**config.mk**
```make
export PLATFORM = sky130hd
export DESIGN_NAME = plru_ctrl_flat
export DESIGN_NICKNAME = d
export VERILOG_FILES = /design/src/rtl/plru_ctrl_if.sv /design/src/rtl/plru_ctrl.sv /design/src/flat_wrapper.sv
export SDC_FILE = /design/constraint.sdc
export NUM_CORES = 1
export LEC_CHECK = 0
export ABC_AREA = 1
export CAP_MARGIN = 20
export CORE_UTILIZATION = 39
export CTS_CLUSTER_DIAMETER = 120
export DETAILED_ROUTE_END_ITERATION = 10
export GPL_ROUTABILITY_DRIVEN = 0
export HOLD_SLACK_MARGIN = 0.15
export PLACE_DENSITY = 0.64
export SKIP_LAST_GASP = 1
export SYNTH_ARGS = -nofsm -noshare
export SYNTH_HDL_FRONTEND = slang
export SYNTH_SLANG_ARGS = --single-unit
```
**constraint.sdc**
```tcl
create_clock -name clk_i -period 4.6 [get_ports clk_i]
set_clock_uncertainty 0.1 [all_clocks]
set_input_delay 0.92 -clock clk_i [delete_from_list [all_inputs] [get_ports clk_i]]
set_output_delay 0.92 -clock clk_i [all_outputs]
set_load 0.005 [all_outputs]
```
**src/rtl/plru_ctrl_if.sv**
```systemverilog
// Request/response bundle between the cache controller and the replacement-state controller.
// The master side issues hit-touch / miss-allocate requests; the slave side returns the chosen way.
interface plru_ctrl_if #(
  parameter int NUM_WAYS = 4,
  parameter int NUM_SETS = 64
);
  localparam int WAY_W = $clog2(NUM_WAYS);
  localparam int SET_W = $clog2(NUM_SETS);

  logic             req_valid;
  logic             req_ready;
  logic [SET_W-1:0] req_set;
  logic             req_hit;
  logic [WAY_W-1:0] req_way;
  logic             rsp_valid;
  logic [WAY_W-1:0] rsp_way;

  modport master (
    output req_valid, req_set, req_hit, req_way,
    input  req_ready, rsp_valid, rsp_way
  );

  modport slave (
    input  req_valid, req_set, req_hit, req_way,
    output req_ready, rsp_valid, rsp_way
  );
endinterface

```
**src/rtl/plru_ctrl.sv**
```systemverilog
// Tree-PLRU replacement controller: one age vector per set, victim selection on miss,
// path update on every access, and a sweep that zeroes all age state after reset or flush.
module plru_ctrl #(
  parameter int NUM_WAYS = 4,
  parameter int NUM_SETS = 64
) (
  input  logic       clk_i,
  input  logic       rstn_i,
  input  logic       flush_i,
  plru_ctrl_if.slave bus,
  output logic       busy_o
);
  localparam int AGE_W  = NUM_WAYS - 1;
  localparam int WAY_W  = $clog2(NUM_WAYS);
  localparam int SET_W  = $clog2(NUM_SETS);
  localparam int NODE_W = WAY_W + 1;

  typedef enum logic {
    ST_INIT,
    ST_IDLE
  } state_e;

  state_e           state_q, state_d;
  logic [SET_W-1:0] cnt_q, cnt_d;
  logic             rsp_valid_q, rsp_valid_d;
  logic [WAY_W-1:0] rsp_way_q, rsp_way_d;

  logic [AGE_W-1:0] age_q [NUM_SETS];
  logic [AGE_W-1:0] age_rd;
  logic [AGE_W-1:0] age_upd;
  logic [AGE_W-1:0] wr_data;
  logic [SET_W-1:0] wr_set;
  logic             wr_en;
  logic             ready;
  logic             accept;

  logic [WAY_W-1:0]  victim;
  logic [WAY_W-1:0]  acc_way;
  logic [NODE_W-1:0] vnode;
  logic [NODE_W-1:0] unode;
  logic              node_bit;

  assign age_rd = age_q[bus.req_set];

  // Victim walk follows the stored bits; the update then points every node on the
  // accessed way's path away from it. Node lookups use compares to stay width-exact.
  always_comb begin
    vnode    = '0;
    node_bit = 1'b0;
    for (int l = 0; l < WAY_W; l++) begin
      node_bit = 1'b0;
      for (int i = 0; i < AGE_W; i++) begin
        if (vnode == NODE_W'(i)) node_bit = age_rd[i];
      end
      vnode = {vnode[WAY_W-1:0], 1'b0} + NODE_W'(1) + NODE_W'(node_bit);
    end
    victim  = WAY_W'(vnode - NODE_W'(AGE_W));
    acc_way = bus.req_hit ? bus.req_way : victim;

    age_upd = age_rd;
    unode   = '0;
    for (int l = 0; l < WAY_W; l++) begin
      for (int i = 0; i < AGE_W; i++) begin
        if (unode == NODE_W'(i)) age_upd[i] = ~acc_way[WAY_W-1-l];
      end
      unode = {unode[WAY_W-1:0], 1'b0} + NODE_W'(1) + NODE_W'(acc_way[WAY_W-1-l]);
    end
  end

  always_comb begin
    state_d     = state_q;
    cnt_d       = cnt_q;
    busy_o      = 1'b0;
    ready       = 1'b0;
    wr_en       = 1'b0;
    wr_set      = bus.req_set;
    wr_data     = age_upd;
    accept      = 1'b0;
    rsp_valid_d = 1'b0;
    rsp_way_d   = rsp_way_q;

    case (state_q)
      ST_INIT: begin
        busy_o  = 1'b1;
        wr_en   = 1'b1;
        wr_set  = cnt_q;
        wr_data = '0;
        if (flush_i) begin
          cnt_d = '0;
        end else if (cnt_q == SET_W'(NUM_SETS - 1)) begin
          state_d = ST_IDLE;
          cnt_d   = '0;
        end else begin
          cnt_d = cnt_q + SET_W'(1);
        end
      end
      ST_IDLE: begin
        ready = ~flush_i;
        if (flush_i) begin
          state_d = ST_INIT;
          cnt_d   = '0;
        end else if (bus.req_valid) begin
          wr_en = 1'b1;
        end
      end
      default: state_d = ST_INIT;
    endcase

    accept      = ready & bus.req_valid;
    rsp_valid_d = accept;
    if (accept) rsp_way_d = acc_way;
  end

  always_ff @(posedge clk_i or negedge rstn_i) begin
    if (!rstn_i) begin
      state_q     <= ST_INIT;
      cnt_q       <= '0;
      rsp_valid_q <= 1'b0;
      rsp_way_q   <= '0;
    end else begin
      state_q     <= state_d;
      cnt_q       <= cnt_d;
      rsp_valid_q <= rsp_valid_d;
      rsp_way_q   <= rsp_way_d;
    end
  end

  // Age array carries no reset; the init sweep is what gives it a known value.
  always_ff @(posedge clk_i) begin
    if (wr_en) age_q[wr_set] <= wr_data;
  end

  assign bus.req_ready = ready;
  assign bus.rsp_valid = rsp_valid_q;
  assign bus.rsp_way   = rsp_way_q;
endmodule

```
**src/flat_wrapper.sv**
```systemverilog
// flat-port wrapper written by rule: the top's interface ports become plain ports
module plru_ctrl_flat 
#(
  parameter int NUM_WAYS = 4,
  parameter int NUM_SETS = 64
)
  (clk_i, rstn_i, flush_i, busy_o, bus_req_valid, bus_req_set, bus_req_hit, bus_req_way, bus_req_ready, bus_rsp_valid, bus_rsp_way);
  plru_ctrl_if #(.NUM_WAYS(NUM_WAYS), .NUM_SETS(NUM_SETS)) bus_i ();
  input  logic clk_i;
  input  logic rstn_i;
  input  logic flush_i;
  output logic busy_o;
  input wire logic [$bits(bus_i.req_valid)-1:0] bus_req_valid;
  input wire logic [$bits(bus_i.req_set)-1:0] bus_req_set;
  input wire logic [$bits(bus_i.req_hit)-1:0] bus_req_hit;
  input wire logic [$bits(bus_i.req_way)-1:0] bus_req_way;
  output wire logic [$bits(bus_i.req_ready)-1:0] bus_req_ready;
  output wire logic [$bits(bus_i.rsp_valid)-1:0] bus_rsp_valid;
  output wire logic [$bits(bus_i.rsp_way)-1:0] bus_rsp_way;
  assign bus_i.req_valid = bus_req_valid;
  assign bus_i.req_set = bus_req_set;
  assign bus_i.req_hit = bus_req_hit;
  assign bus_i.req_way = bus_req_way;
  assign bus_req_ready = bus_i.req_ready;
  assign bus_rsp_valid = bus_i.rsp_valid;
  assign bus_rsp_way = bus_i.rsp_way;
  plru_ctrl #(.NUM_WAYS(NUM_WAYS), .NUM_SETS(NUM_SETS)) u_core (.clk_i(clk_i), .rstn_i(rstn_i), .flush_i(flush_i), .bus(bus_i), .busy_o(busy_o));
endmodule
```
Word-level counts from Yosys, hierarchy flattened:

Memories as Yosys holds them, arrays and structs flattened.
Index checks and enable logic that the tools add are counted.
W data, S select, Z words.

* add/subtract/negate cells: 6
* equal/unequal tests: 6
* muxes and demuxes: 24
* bitwise operators: 5
* reduce and logical (&&, ||, !) cells: 2

Operators with widths (count)
* $mux W6: 4
* $mux W1: 15
* $pmux W6 S2: 1
* $add A6 B1 Y6 const B: 1
* $eq A6 B6 Y1 const B: 1
* $logic_not A3 Y1: 2
* $add A1 B1 Y2 const A: 2
* $not A1 Y1: 4
* $pmux W1 S2: 2
* $eq A3 B1 Y1 const B: 1
* $eq A3 B2 Y1 const B: 1
* $mux W3: 1
* $add A2 B1 Y2: 1
* $add A2 B1 Y2 const B: 1
* $eq A2 B1 Y1 const B: 1
* $eq A2 B2 Y1 const B: 1
* $mux W2: 1
* $ne A2 B2 Y1 const B: 1
* $sub A2 B2 Y2 const B: 1
* $and A1 B1 Y1: 1

* flip-flop bits (word level): 10
* RAM bits: 192
* input bits: 13
* output and inout port bits: 5
* memories: 1

Memory list
* u_core.age_q: depth 64, width 3, rd ports 1, clocked after memory_dff 0, wr ports 1, RTL line plru_ctrl.sv:28 `logic [AGE_W-1:0] age_q [NUM_SETS];`

Longest topological paths before layout:

Gate-level depths: netlist of run 1.
An unclocked memory read counts as a cell.

* depth in word-level cells: 13
* gate-level depth with buffers: 18

Worst setup path before layout of run 1:

Ideal clock, no wire load.

* path kind: input to register
* from: in bus_req_set[0]
* to: mem u_core.age_q[0][1] (netlist bit) (data pin)
* setup time: 356 ps
* arrival time: 3931 ps
* slack: 213 ps
* cell stages on the path: 14
* buffers on the path: 3
* cells stage by stage: buf_6 > buf_6 > buf_4 > nand2_1 > nand3_1 > nand3_1 > nand2_1 > nand2_1 > nand3_1 > nand3_1 > nand3_2 > a21oi_2 > nand3_1 > nand2_1

* cells in the longest elaborated chain, start to end: 13
* elaborated cells between the ends (all ways): 17
* those cells by class: add/sub: 5; eq/ne: 3; mux: 6; bitwise: 1; reduce/logical: 1; memory: 1

Ends and longest elaborated chain
* from (decl): RTL line flat_wrapper.sv:14 `input wire logic [$bits(bus_i.req_set)-1:0] bus_req_set;`
* $mem_v2 Z64 W3 (*)
* $add A1 B1 Y2: RTL line plru_ctrl.sv:55 `vnode = {vnode[WAY_W-1:0], 1'b0} + NODE_W'(1) + NODE_W'(node_bit);`
* $logic_not A3 Y1: RTL line plru_ctrl.sv:53 `if (vnode == NODE_W'(i)) node_bit = age_rd[i];`
* $mux W1 (3 in a row): RTL line plru_ctrl.sv:53
* $add A2 B1 Y2: RTL line plru_ctrl.sv:55
* $sub A2 B2 Y2: RTL line plru_ctrl.sv:57 `victim = WAY_W'(vnode - NODE_W'(AGE_W));`
* $mux W2: RTL line plru_ctrl.sv:58 `acc_way = bus.req_hit ? bus.req_way : victim;`
* $add A1 B1 Y2: RTL line plru_ctrl.sv:66 `unode = {unode[WAY_W-1:0], 1'b0} + NODE_W'(1) + NODE_W'(acc_way[WAY_W-1-l]);`
* $eq A3 B1 Y1: RTL line plru_ctrl.sv:64 `if (unode == NODE_W'(i)) age_upd[i] = ~acc_way[WAY_W-1-l];`
* $mux W1 (*): RTL line plru_ctrl.sv:64
* $mux W3 (*): RTL line plru_ctrl.sv:82 `case (state_q)`
* named net u_core.wr_data[1]: RTL line plru_ctrl.sv:31 `logic [AGE_W-1:0] wr_data;`
* to (decl): RTL line plru_ctrl.sv:28

The timed path passes the listed nets; every way through them passes the cells marked *.

Final worst setup path of run 1:

* from: in bus_req_set[3]
* to: mem u_core.age_q[53][1] (netlist bit) (data pin)

The elaborated chain is that of the path after synthesis.

==> flow_summary.json, run 1 <==
{
  "layout_worst_path_cycle_share_pct": 76.5,
  "die_width_um": 152,
  "max-vdd-ir-drop_uv": 224,
  "grt-ovfl-total": 0,
  "synth.yosys.warnings": 0,
  "area_growth_pct": 11.9,
  "r2r_slack_ns": 1.73,
  "timing.final.crit_period_ns": 3.52,
  "clk_path_buf_depth": 3,
  "worstSkewPairLatency_ns": 0.50,
  "placement_rows": 54,
  "synth_most_common_cell": "sky130_fd_sc_hd__nand2_1",
  "cts_root_buffer": "sky130_fd_sc_hd__clkbuf_16",
  "fin_total_pwr_uw": 3810,
  "antenna_cells_inserted": 0,
  "fmax_mhz": 284,
  "hold_viol_final": 0,
  "finalNonFillerCells": 1120,
  "synth-seq-cells": 202,
  "post_synth_inst_count": 814,
  "die_footprint_mm2": 0.0230,
  "status": "completed",
  "track_usage_pct": 18.1,
  "netlist-cell-type-count": 28,
  "via_count_of_the_first_global_routing_pass": 5542,
  "mappedNetlistArea_mm2": 0.00875,
  "grt_antenna_before_repair": 0,
  "setup.worst_path.start_class": "input pin",
  "yosys-top-cells-count": "sky130_fd_sc_hd__nand2_1, sky130_fd_sc_hd__edfxtp_1, sky130_fd_sc_hd__nand3_1, sky130_fd_sc_hd__nor2_1, sky130_fd_sc_hd__buf_2",
  "rr_endpoint": "u_core.age_q[62][2]",
  "max_h_tree_level": 1,
  "start_util_pct": 40.0,
  "synth.avg_cell_area_um2": 10.7,
  "reported_leakage_power_uw": 0.00361,
  "tightest_slew_ns": 0.893,
  "vias": 5921,
  "io_buffers": 17,
  "floorplan.die.height_um": 152,
  "dominantRegCellSynth": "sky130_fd_sc_hd__edfxtp_1",
  "worst-r2r-cell-count": 6,
  "yosysTopAreaCellShare_pct": 65.9,
  "cts.hold.buffers_added": 0,
  "finalSetupTns_ns": 0,
  "dp_worst_setup_slack_ns": 0.580,
  "ys_seq_area_share_pct": 68.8,
  "slew_headroom_pct": 39.9,
  "fin_ws_ns": 1.08,
  "path_class": "in2reg",
  "rsz0062_at_grt": "false",
  "timing.final.max_slew_violations": 0,
  "worst_r2r_startpoint": "u_core.state_q",
  "viasPerCell": 5.29,
  "yosysTopAreaCell": "sky130_fd_sc_hd__edfxtp_1",
  "dp.final_hpwl_um": 12200,
  "async_reset_ff_share_pct": 4.95,
  "whs_ns": 0.413,
  "hold-path-endpoint": "u_core.bus.rsp_way[1]",
  "cell_count_post_placement": 1082,
  "post-cts-setup-buffers": 0,
  "min_delay_path_depth": 1,
  "grt_start_max_net_pins": 98,
  "min_from": "u_core.bus.rsp_way[1]",
  "tritoncts_num_sinks": 202,
  "hp-class": "reg2reg",
  "i_o_pins": 18,
  "drt_iter0_markers": 543,
  "endpoint_kind": "flop",
  "netlist_top_cells_area": "sky130_fd_sc_hd__edfxtp_1, sky130_fd_sc_hd__nand2_1, sky130_fd_sc_hd__nand3_1, sky130_fd_sc_hd__nor2_1, sky130_fd_sc_hd__dfrtp_1",
  "synth-edff-count": 192,
  "crit_arrival_ns": 3.74,
  "total_number_of_nets_in_the_final_design": 839,
  "coreArea_mm2": 0.0219,
  "numCtsBuffers": 21,
  "setup_violations": 0,
  "cts_tree": "yes",
  "grt_pass1_wl_um": 31200,
  "fillers": 2053,
  "maxCapViolCount": 0,
  "route.antenna.remaining_nets": 0,
  "power_density_mw_per_mm2": 389,
  "drtPass1Iterations": 5,
  "drive_gt1_share_pct": 6.79,
  "cp.required_ns": 4.82,
  "syn_nets": 828,
  "drt-wirelength-per-cell_um": 17.9,
  "post-route-drc-count": 0,
  "worstPathMaxFanout": 18,
  "post_cts_resized": 0,
  "drt-total-wl_um": 20000,
  "clk_pin_slew_worst_paths_ns": 0.06
}
-- area by class of cell --
type | count | area [um2] | area share, %
Clock buffer | 29 | 596 | 6.08
Tap cell | 280 | 350 | 3.58
Sequential cell | 202 | 6020 | 61.5
Clock inverter | 9 | 43.8 | 0.447
Timing Repair Buffer | 28 | 293 | 2.99
Inverter | 21 | 81.3 | 0.831
Multi-Input combinational cell | 551 | 2410 | 24.6
-- through the flow --
stage / instance area, um2 / utilization (%)
floorplan: 8750 / -
finish: 9790 / 44.7
CTS: 9790 / 44.7
detailed placement: 9150 / 41.8
global route: 9790 / 44.7
global placement: 9150 / 41.8
-- cells by family (layout without fill, tap and decap cells) --
kind of cell	count (synthesis)	in the layout	share of synthesized area [%]
AOI/OAI and AO/OA	16	16	1.07
xor gates and xnor gates	3	3	0.300
adders and majority gates	1	1	0.143
buffers and inverters	61	87	3.82
DFF	202	202	68.8
and+or+nand+nor	531	531	25.9
-- how the worst max path moves through the flow --
| stage | startpoint | end | slack [ns] | depth (start not counted) |
|---|---|---|---|---|
| 2_1_floorplan | bus_req_set[0] | u_core.age_q[0][1] | 0.21 | 14 |
| 3_3_place_gp | bus_req_set[3] | u_core.age_q[52][1] | 0.64 | 10 |
| 3_5_place_dp | bus_req_set[3] | u_core.age_q[52][1] | 0.58 | 10 |
| 4_1_cts | bus_req_set[3] | u_core.age_q[53][1] | 1.09 | 10 |
| 5_1_grt | bus_req_set[3] | u_core.age_q[53][1] | 0.89 | 10 |
| 6_report | bus_req_set[3] | u_core.age_q[53][1] | 1.08 | 10 |
-- metal layers --
layer,GRT usage (%),share of wire [%]
met1,25.9,44
met3,2.87,6.9
met2,28.0,46
met5,0,0
met4,5.99,2.6
-- cell usage in the layout (no fill, tap or decap), types with 5 or more instances in the layout --
master and instances:
sky130_fd_sc_hd__buf_4 7, sky130_fd_sc_hd__clkbuf_16 21, sky130_fd_sc_hd__clkdlybuf4s50_1 15, sky130_fd_sc_hd__dfrtp_1 10, sky130_fd_sc_hd__edfxtp_1 192, sky130_fd_sc_hd__inv_1 15
sky130_fd_sc_hd__inv_2 5, sky130_fd_sc_hd__nand2_1 270, sky130_fd_sc_hd__nand3_1 172, sky130_fd_sc_hd__nand4_1 7, sky130_fd_sc_hd__nor2_1 68, sky130_fd_sc_hd__nor4_1 6
sky130_fd_sc_hd__o21ai_0 5
-- power breakdown --
part	internal [uW]	switching (uW)	total, uW
Clock	903	664	1570
Combinational	70.2	165	235
Sequential	2000	6.56	2010
-- flip-flops by register name (all words and copies together), names as in the netlist --
register	flops
u_core.age_q	192
u_core.cnt_q	6
u_core.bus.rsp_way	2
u_core.bus.rsp_valid	1
u_core.state_q	1
-- worst max-delay path, stage by stage --
cell and delay, ns:
sky130_fd_sc_hd__clkdlybuf4s50_1 0.85, sky130_fd_sc_hd__inv_1 0.36, sky130_fd_sc_hd__nand2_1 0.15, sky130_fd_sc_hd__nand3_1 0.10
sky130_fd_sc_hd__nand3_1 0.14, sky130_fd_sc_hd__nand3_2 0.12, sky130_fd_sc_hd__a21oi_4 0.31, sky130_fd_sc_hd__nand3_1 0.14
sky130_fd_sc_hd__nand2_2 0.33, sky130_fd_sc_hd__buf_4 0.30
(Power assumes the default switching activity.)
==> inputs of run 2 (changes only) <==
--- a/config.mk
+++ b/config.mk
@@ -12,7 +12,7 @@
 export DETAILED_ROUTE_END_ITERATION = 10
 export GPL_ROUTABILITY_DRIVEN = 0
 export HOLD_SLACK_MARGIN = 0.15
-export PLACE_DENSITY = 0.64
+export PLACE_DENSITY = 0.66
 export SKIP_LAST_GASP = 1
 export SYNTH_ARGS = -nofsm -noshare
 export SYNTH_HDL_FRONTEND = slang
==> constraint.sdc (replaced) <==
create_clock -name clk_i -period 3.1 [get_ports clk_i]
set_clock_uncertainty 0.1 [all_clocks]
set_input_delay 0.62 -clock clk_i [delete_from_list [all_inputs] [get_ports clk_i]]
set_output_delay 0.62 -clock clk_i [all_outputs]
set_load 0.005 [all_outputs]
==> run 2 against run 1 <==
Compared with the run above: first-iteration DRC count down 13%; via count increased by 1.7%; final cell count increased by 3.0%; clock power grew 50%; worst hold slack got worse by 0.064 ns; sequential power increased by 48%; highest routed layer unchanged.
==> flow_summary.json, run 2 (synthesized netlist as in run 1, its figures left out) <==
{
  "status": "completed",
  "power.clock.fraction_pct": 41.0,
  "route.antenna.remaining_nets": 0,
  "max-vdd-ir-drop_uv": 263,
  "maxCapViolCount": 0,
  "timing.final.crit_period_ns": 2.78,
  "cts_tree": "yes",
  "post-route-drc-count": 0,
  "registers.top_by_ff_count": "u_core.age_q",
  "worstSkewPairLatency_ns": 0.49,
  "endpoint_kind": "output pin",
  "vias": 6019,
  "grt_antenna_before_repair": 0,
  "slew_headroom_pct": 65.5,
  "start_util_pct": 40.0,
  "rsz0062_at_grt": "false",
  "crit_arrival_ns": 2.06,
  "area_growth_pct": 16.1,
  "whs_ns": 0.348,
  "p_switching_uw": 1250,
  "tightest_slew_ns": 0.517,
  "io_buffers": 17,
  "portion_of_total_power_attributed_to_combinational_logic_pct": 7.1,
  "setup.worst_path.start_class": "flop",
  "crit_path_cell_trace": "inv_2 -> nor2_1 -> clkdlybuf4s50_1",
  "power_density_mw_per_mm2": 564,
  "drt_iter0_markers": 470,
  "max_h_tree_level": 1,
  "cp.required_ns": 2.38,
  "grt_start_max_net_pins": 65,
  "total_number_of_nets_in_the_final_design": 874,
  "numCtsBuffers": 20,
  "hold_viol_final": 0,
  "largest_register_ffs": 192,
  "die_width_um": 152,
  "post_cts_resized": 0,
  "fmax_mhz": 360,
  "layout.cells.most_common_list": "sky130_fd_sc_hd__nand2_1, sky130_fd_sc_hd__edfxtp_1, sky130_fd_sc_hd__nand3_1",
  "dp_worst_setup_slack_ns": -0.0237,
  "p_sw_share_pct": 21.8,
  "layout_worst_path_cycle_share_pct": 89.6,
  "grt-ovfl-total": 0,
  "viasPerCell": 5.22,
  "placement_rows": 54,
  "hp-class": "in2async",
  "timing.final.max_slew_violations": 0,
  "clk_path_buf_depth": 3,
  "coreArea_mm2": 0.0219,
  "i_o_pins": 18,
  "cts_root_buffer": "sky130_fd_sc_hd__clkbuf_16",
  "drt-wirelength-per-cell_um": 17.8,
  "clk_pin_slew_worst_paths_ns": 0.07,
  "post-cts-setup-buffers": 0,
  "path_class": "reg2out",
  "drive_gt1_share_pct": 11.0,
  "drt-total-wl_um": 20600,
  "worstPathMaxFanout": 14,
  "p_int_uw": 4480,
  "grt_pass1_wl_um": 32000,
  "track_usage_pct": 18.5,
  "setup_violations": 0,
  "biggest_cell_delay_along_the_critical_path_ns": 0.66,
  "reported_leakage_power_uw": 0.00381,
  "tritoncts_num_sinks": 202,
  "fin_ws_ns": 0.322,
  "seqPwrFrac_pct": 51.9,
  "most_common_library_cell_in_the_layout_ignoring_fill_and_taps": "sky130_fd_sc_hd__nand2_1",
  "cp_slowest_cell": "sky130_fd_sc_hd__dfrtp_1",
  "dp.final_hpwl_um": 13300,
  "floorplan.die.height_um": 152,
  "via_count_of_the_first_global_routing_pass": 5734,
  "die_footprint_mm2": 0.0230,
  "cts.hold.buffers_added": 0,
  "drtPass1Iterations": 7,
  "cell_count_post_placement": 1118,
  "finalNonFillerCells": 1154
}
## run 2: cell types whose count changed in the layout (fill, tap and decap cells not counted), moves of 2 or more
cell	previous run	this run
sky130_fd_sc_hd__clkbuf_8	4	2
sky130_fd_sc_hd__buf_12	4	9
sky130_fd_sc_hd__buf_4	7	38
sky130_fd_sc_hd__clkinv_1	4	1
sky130_fd_sc_hd__nand2_8	0	2
sky130_fd_sc_hd__clkinv_2	4	6
## run 2: worst paths after layout
path                                       start               endpoint  slack [ns]  cells past startpoint
min in group clk_i         u_core.bus.rsp_way[1]  u_core.bus.rsp_way[1]        0.41                      1
max in group asynchronous                 rstn_i        u_core.cnt_q[1]        2.23                      1
hold / removal                            rstn_i  u_core.bus.rsp_way[0]        0.35                      1
setup / recovery                  u_core.state_q          bus_req_ready        0.32                      3
setup reg to reg                  u_core.state_q    u_core.age_q[12][0]        0.45                      7
hold reg to reg            u_core.bus.rsp_way[1]  u_core.bus.rsp_way[1]        0.41                      1
## run 2: power groups by stage
stage          Sequential (uW)  Clock (uW)  Combinational (uW)
2_1_floorplan             3030           0                 242
3_3_place_gp              3030           0                 402
3_5_place_dp              3030           0                 405
4_1_cts                   2970        2390                 407
5_1_grt                   2970        2500                 444
6_report                  2970        2350                 404
## run 2: through the flow
stage / util, % / cell area [um2] / TNS, ns / total power, uW
finish: 46.4 / 10200 / 0 / 5730
CTS: 46.4 / 10200 / 0 / 5770
global placement: 43.5 / 9520 / 0 / 3430
global route: 46.4 / 10200 / 0 / 5920
detailed placement: 43.5 / 9520 / -1.44 / 3440
floorplan: - / 8790 / 0 / 3270
## run 2: area by class of cell
cell class	count	area [um2]
clock inverter	9	71.3
fill	2013	11700
sequential	202	6020
timing repair buffer	64	626
clock buffer	26	564
tap	280	350
inverter	21	81.3
multi-input combinational	551	2440
antenna	1	2.50
## run 2: layer usage
layer,GRT usage [%],vias to the layer above,wire [um]
li1,-,2926,-
met5,0,-,0
met4,6.29,0,563
met1,24.5,2825,8420
met2,30.6,220,10300
met3,2.96,48,1330
## run 2: critical path: cells and delay by family (launching register included)
family	cells	cell delay (ns)
buf+inv	2	0.72
flops	1	0.66
simple gates	1	0.17
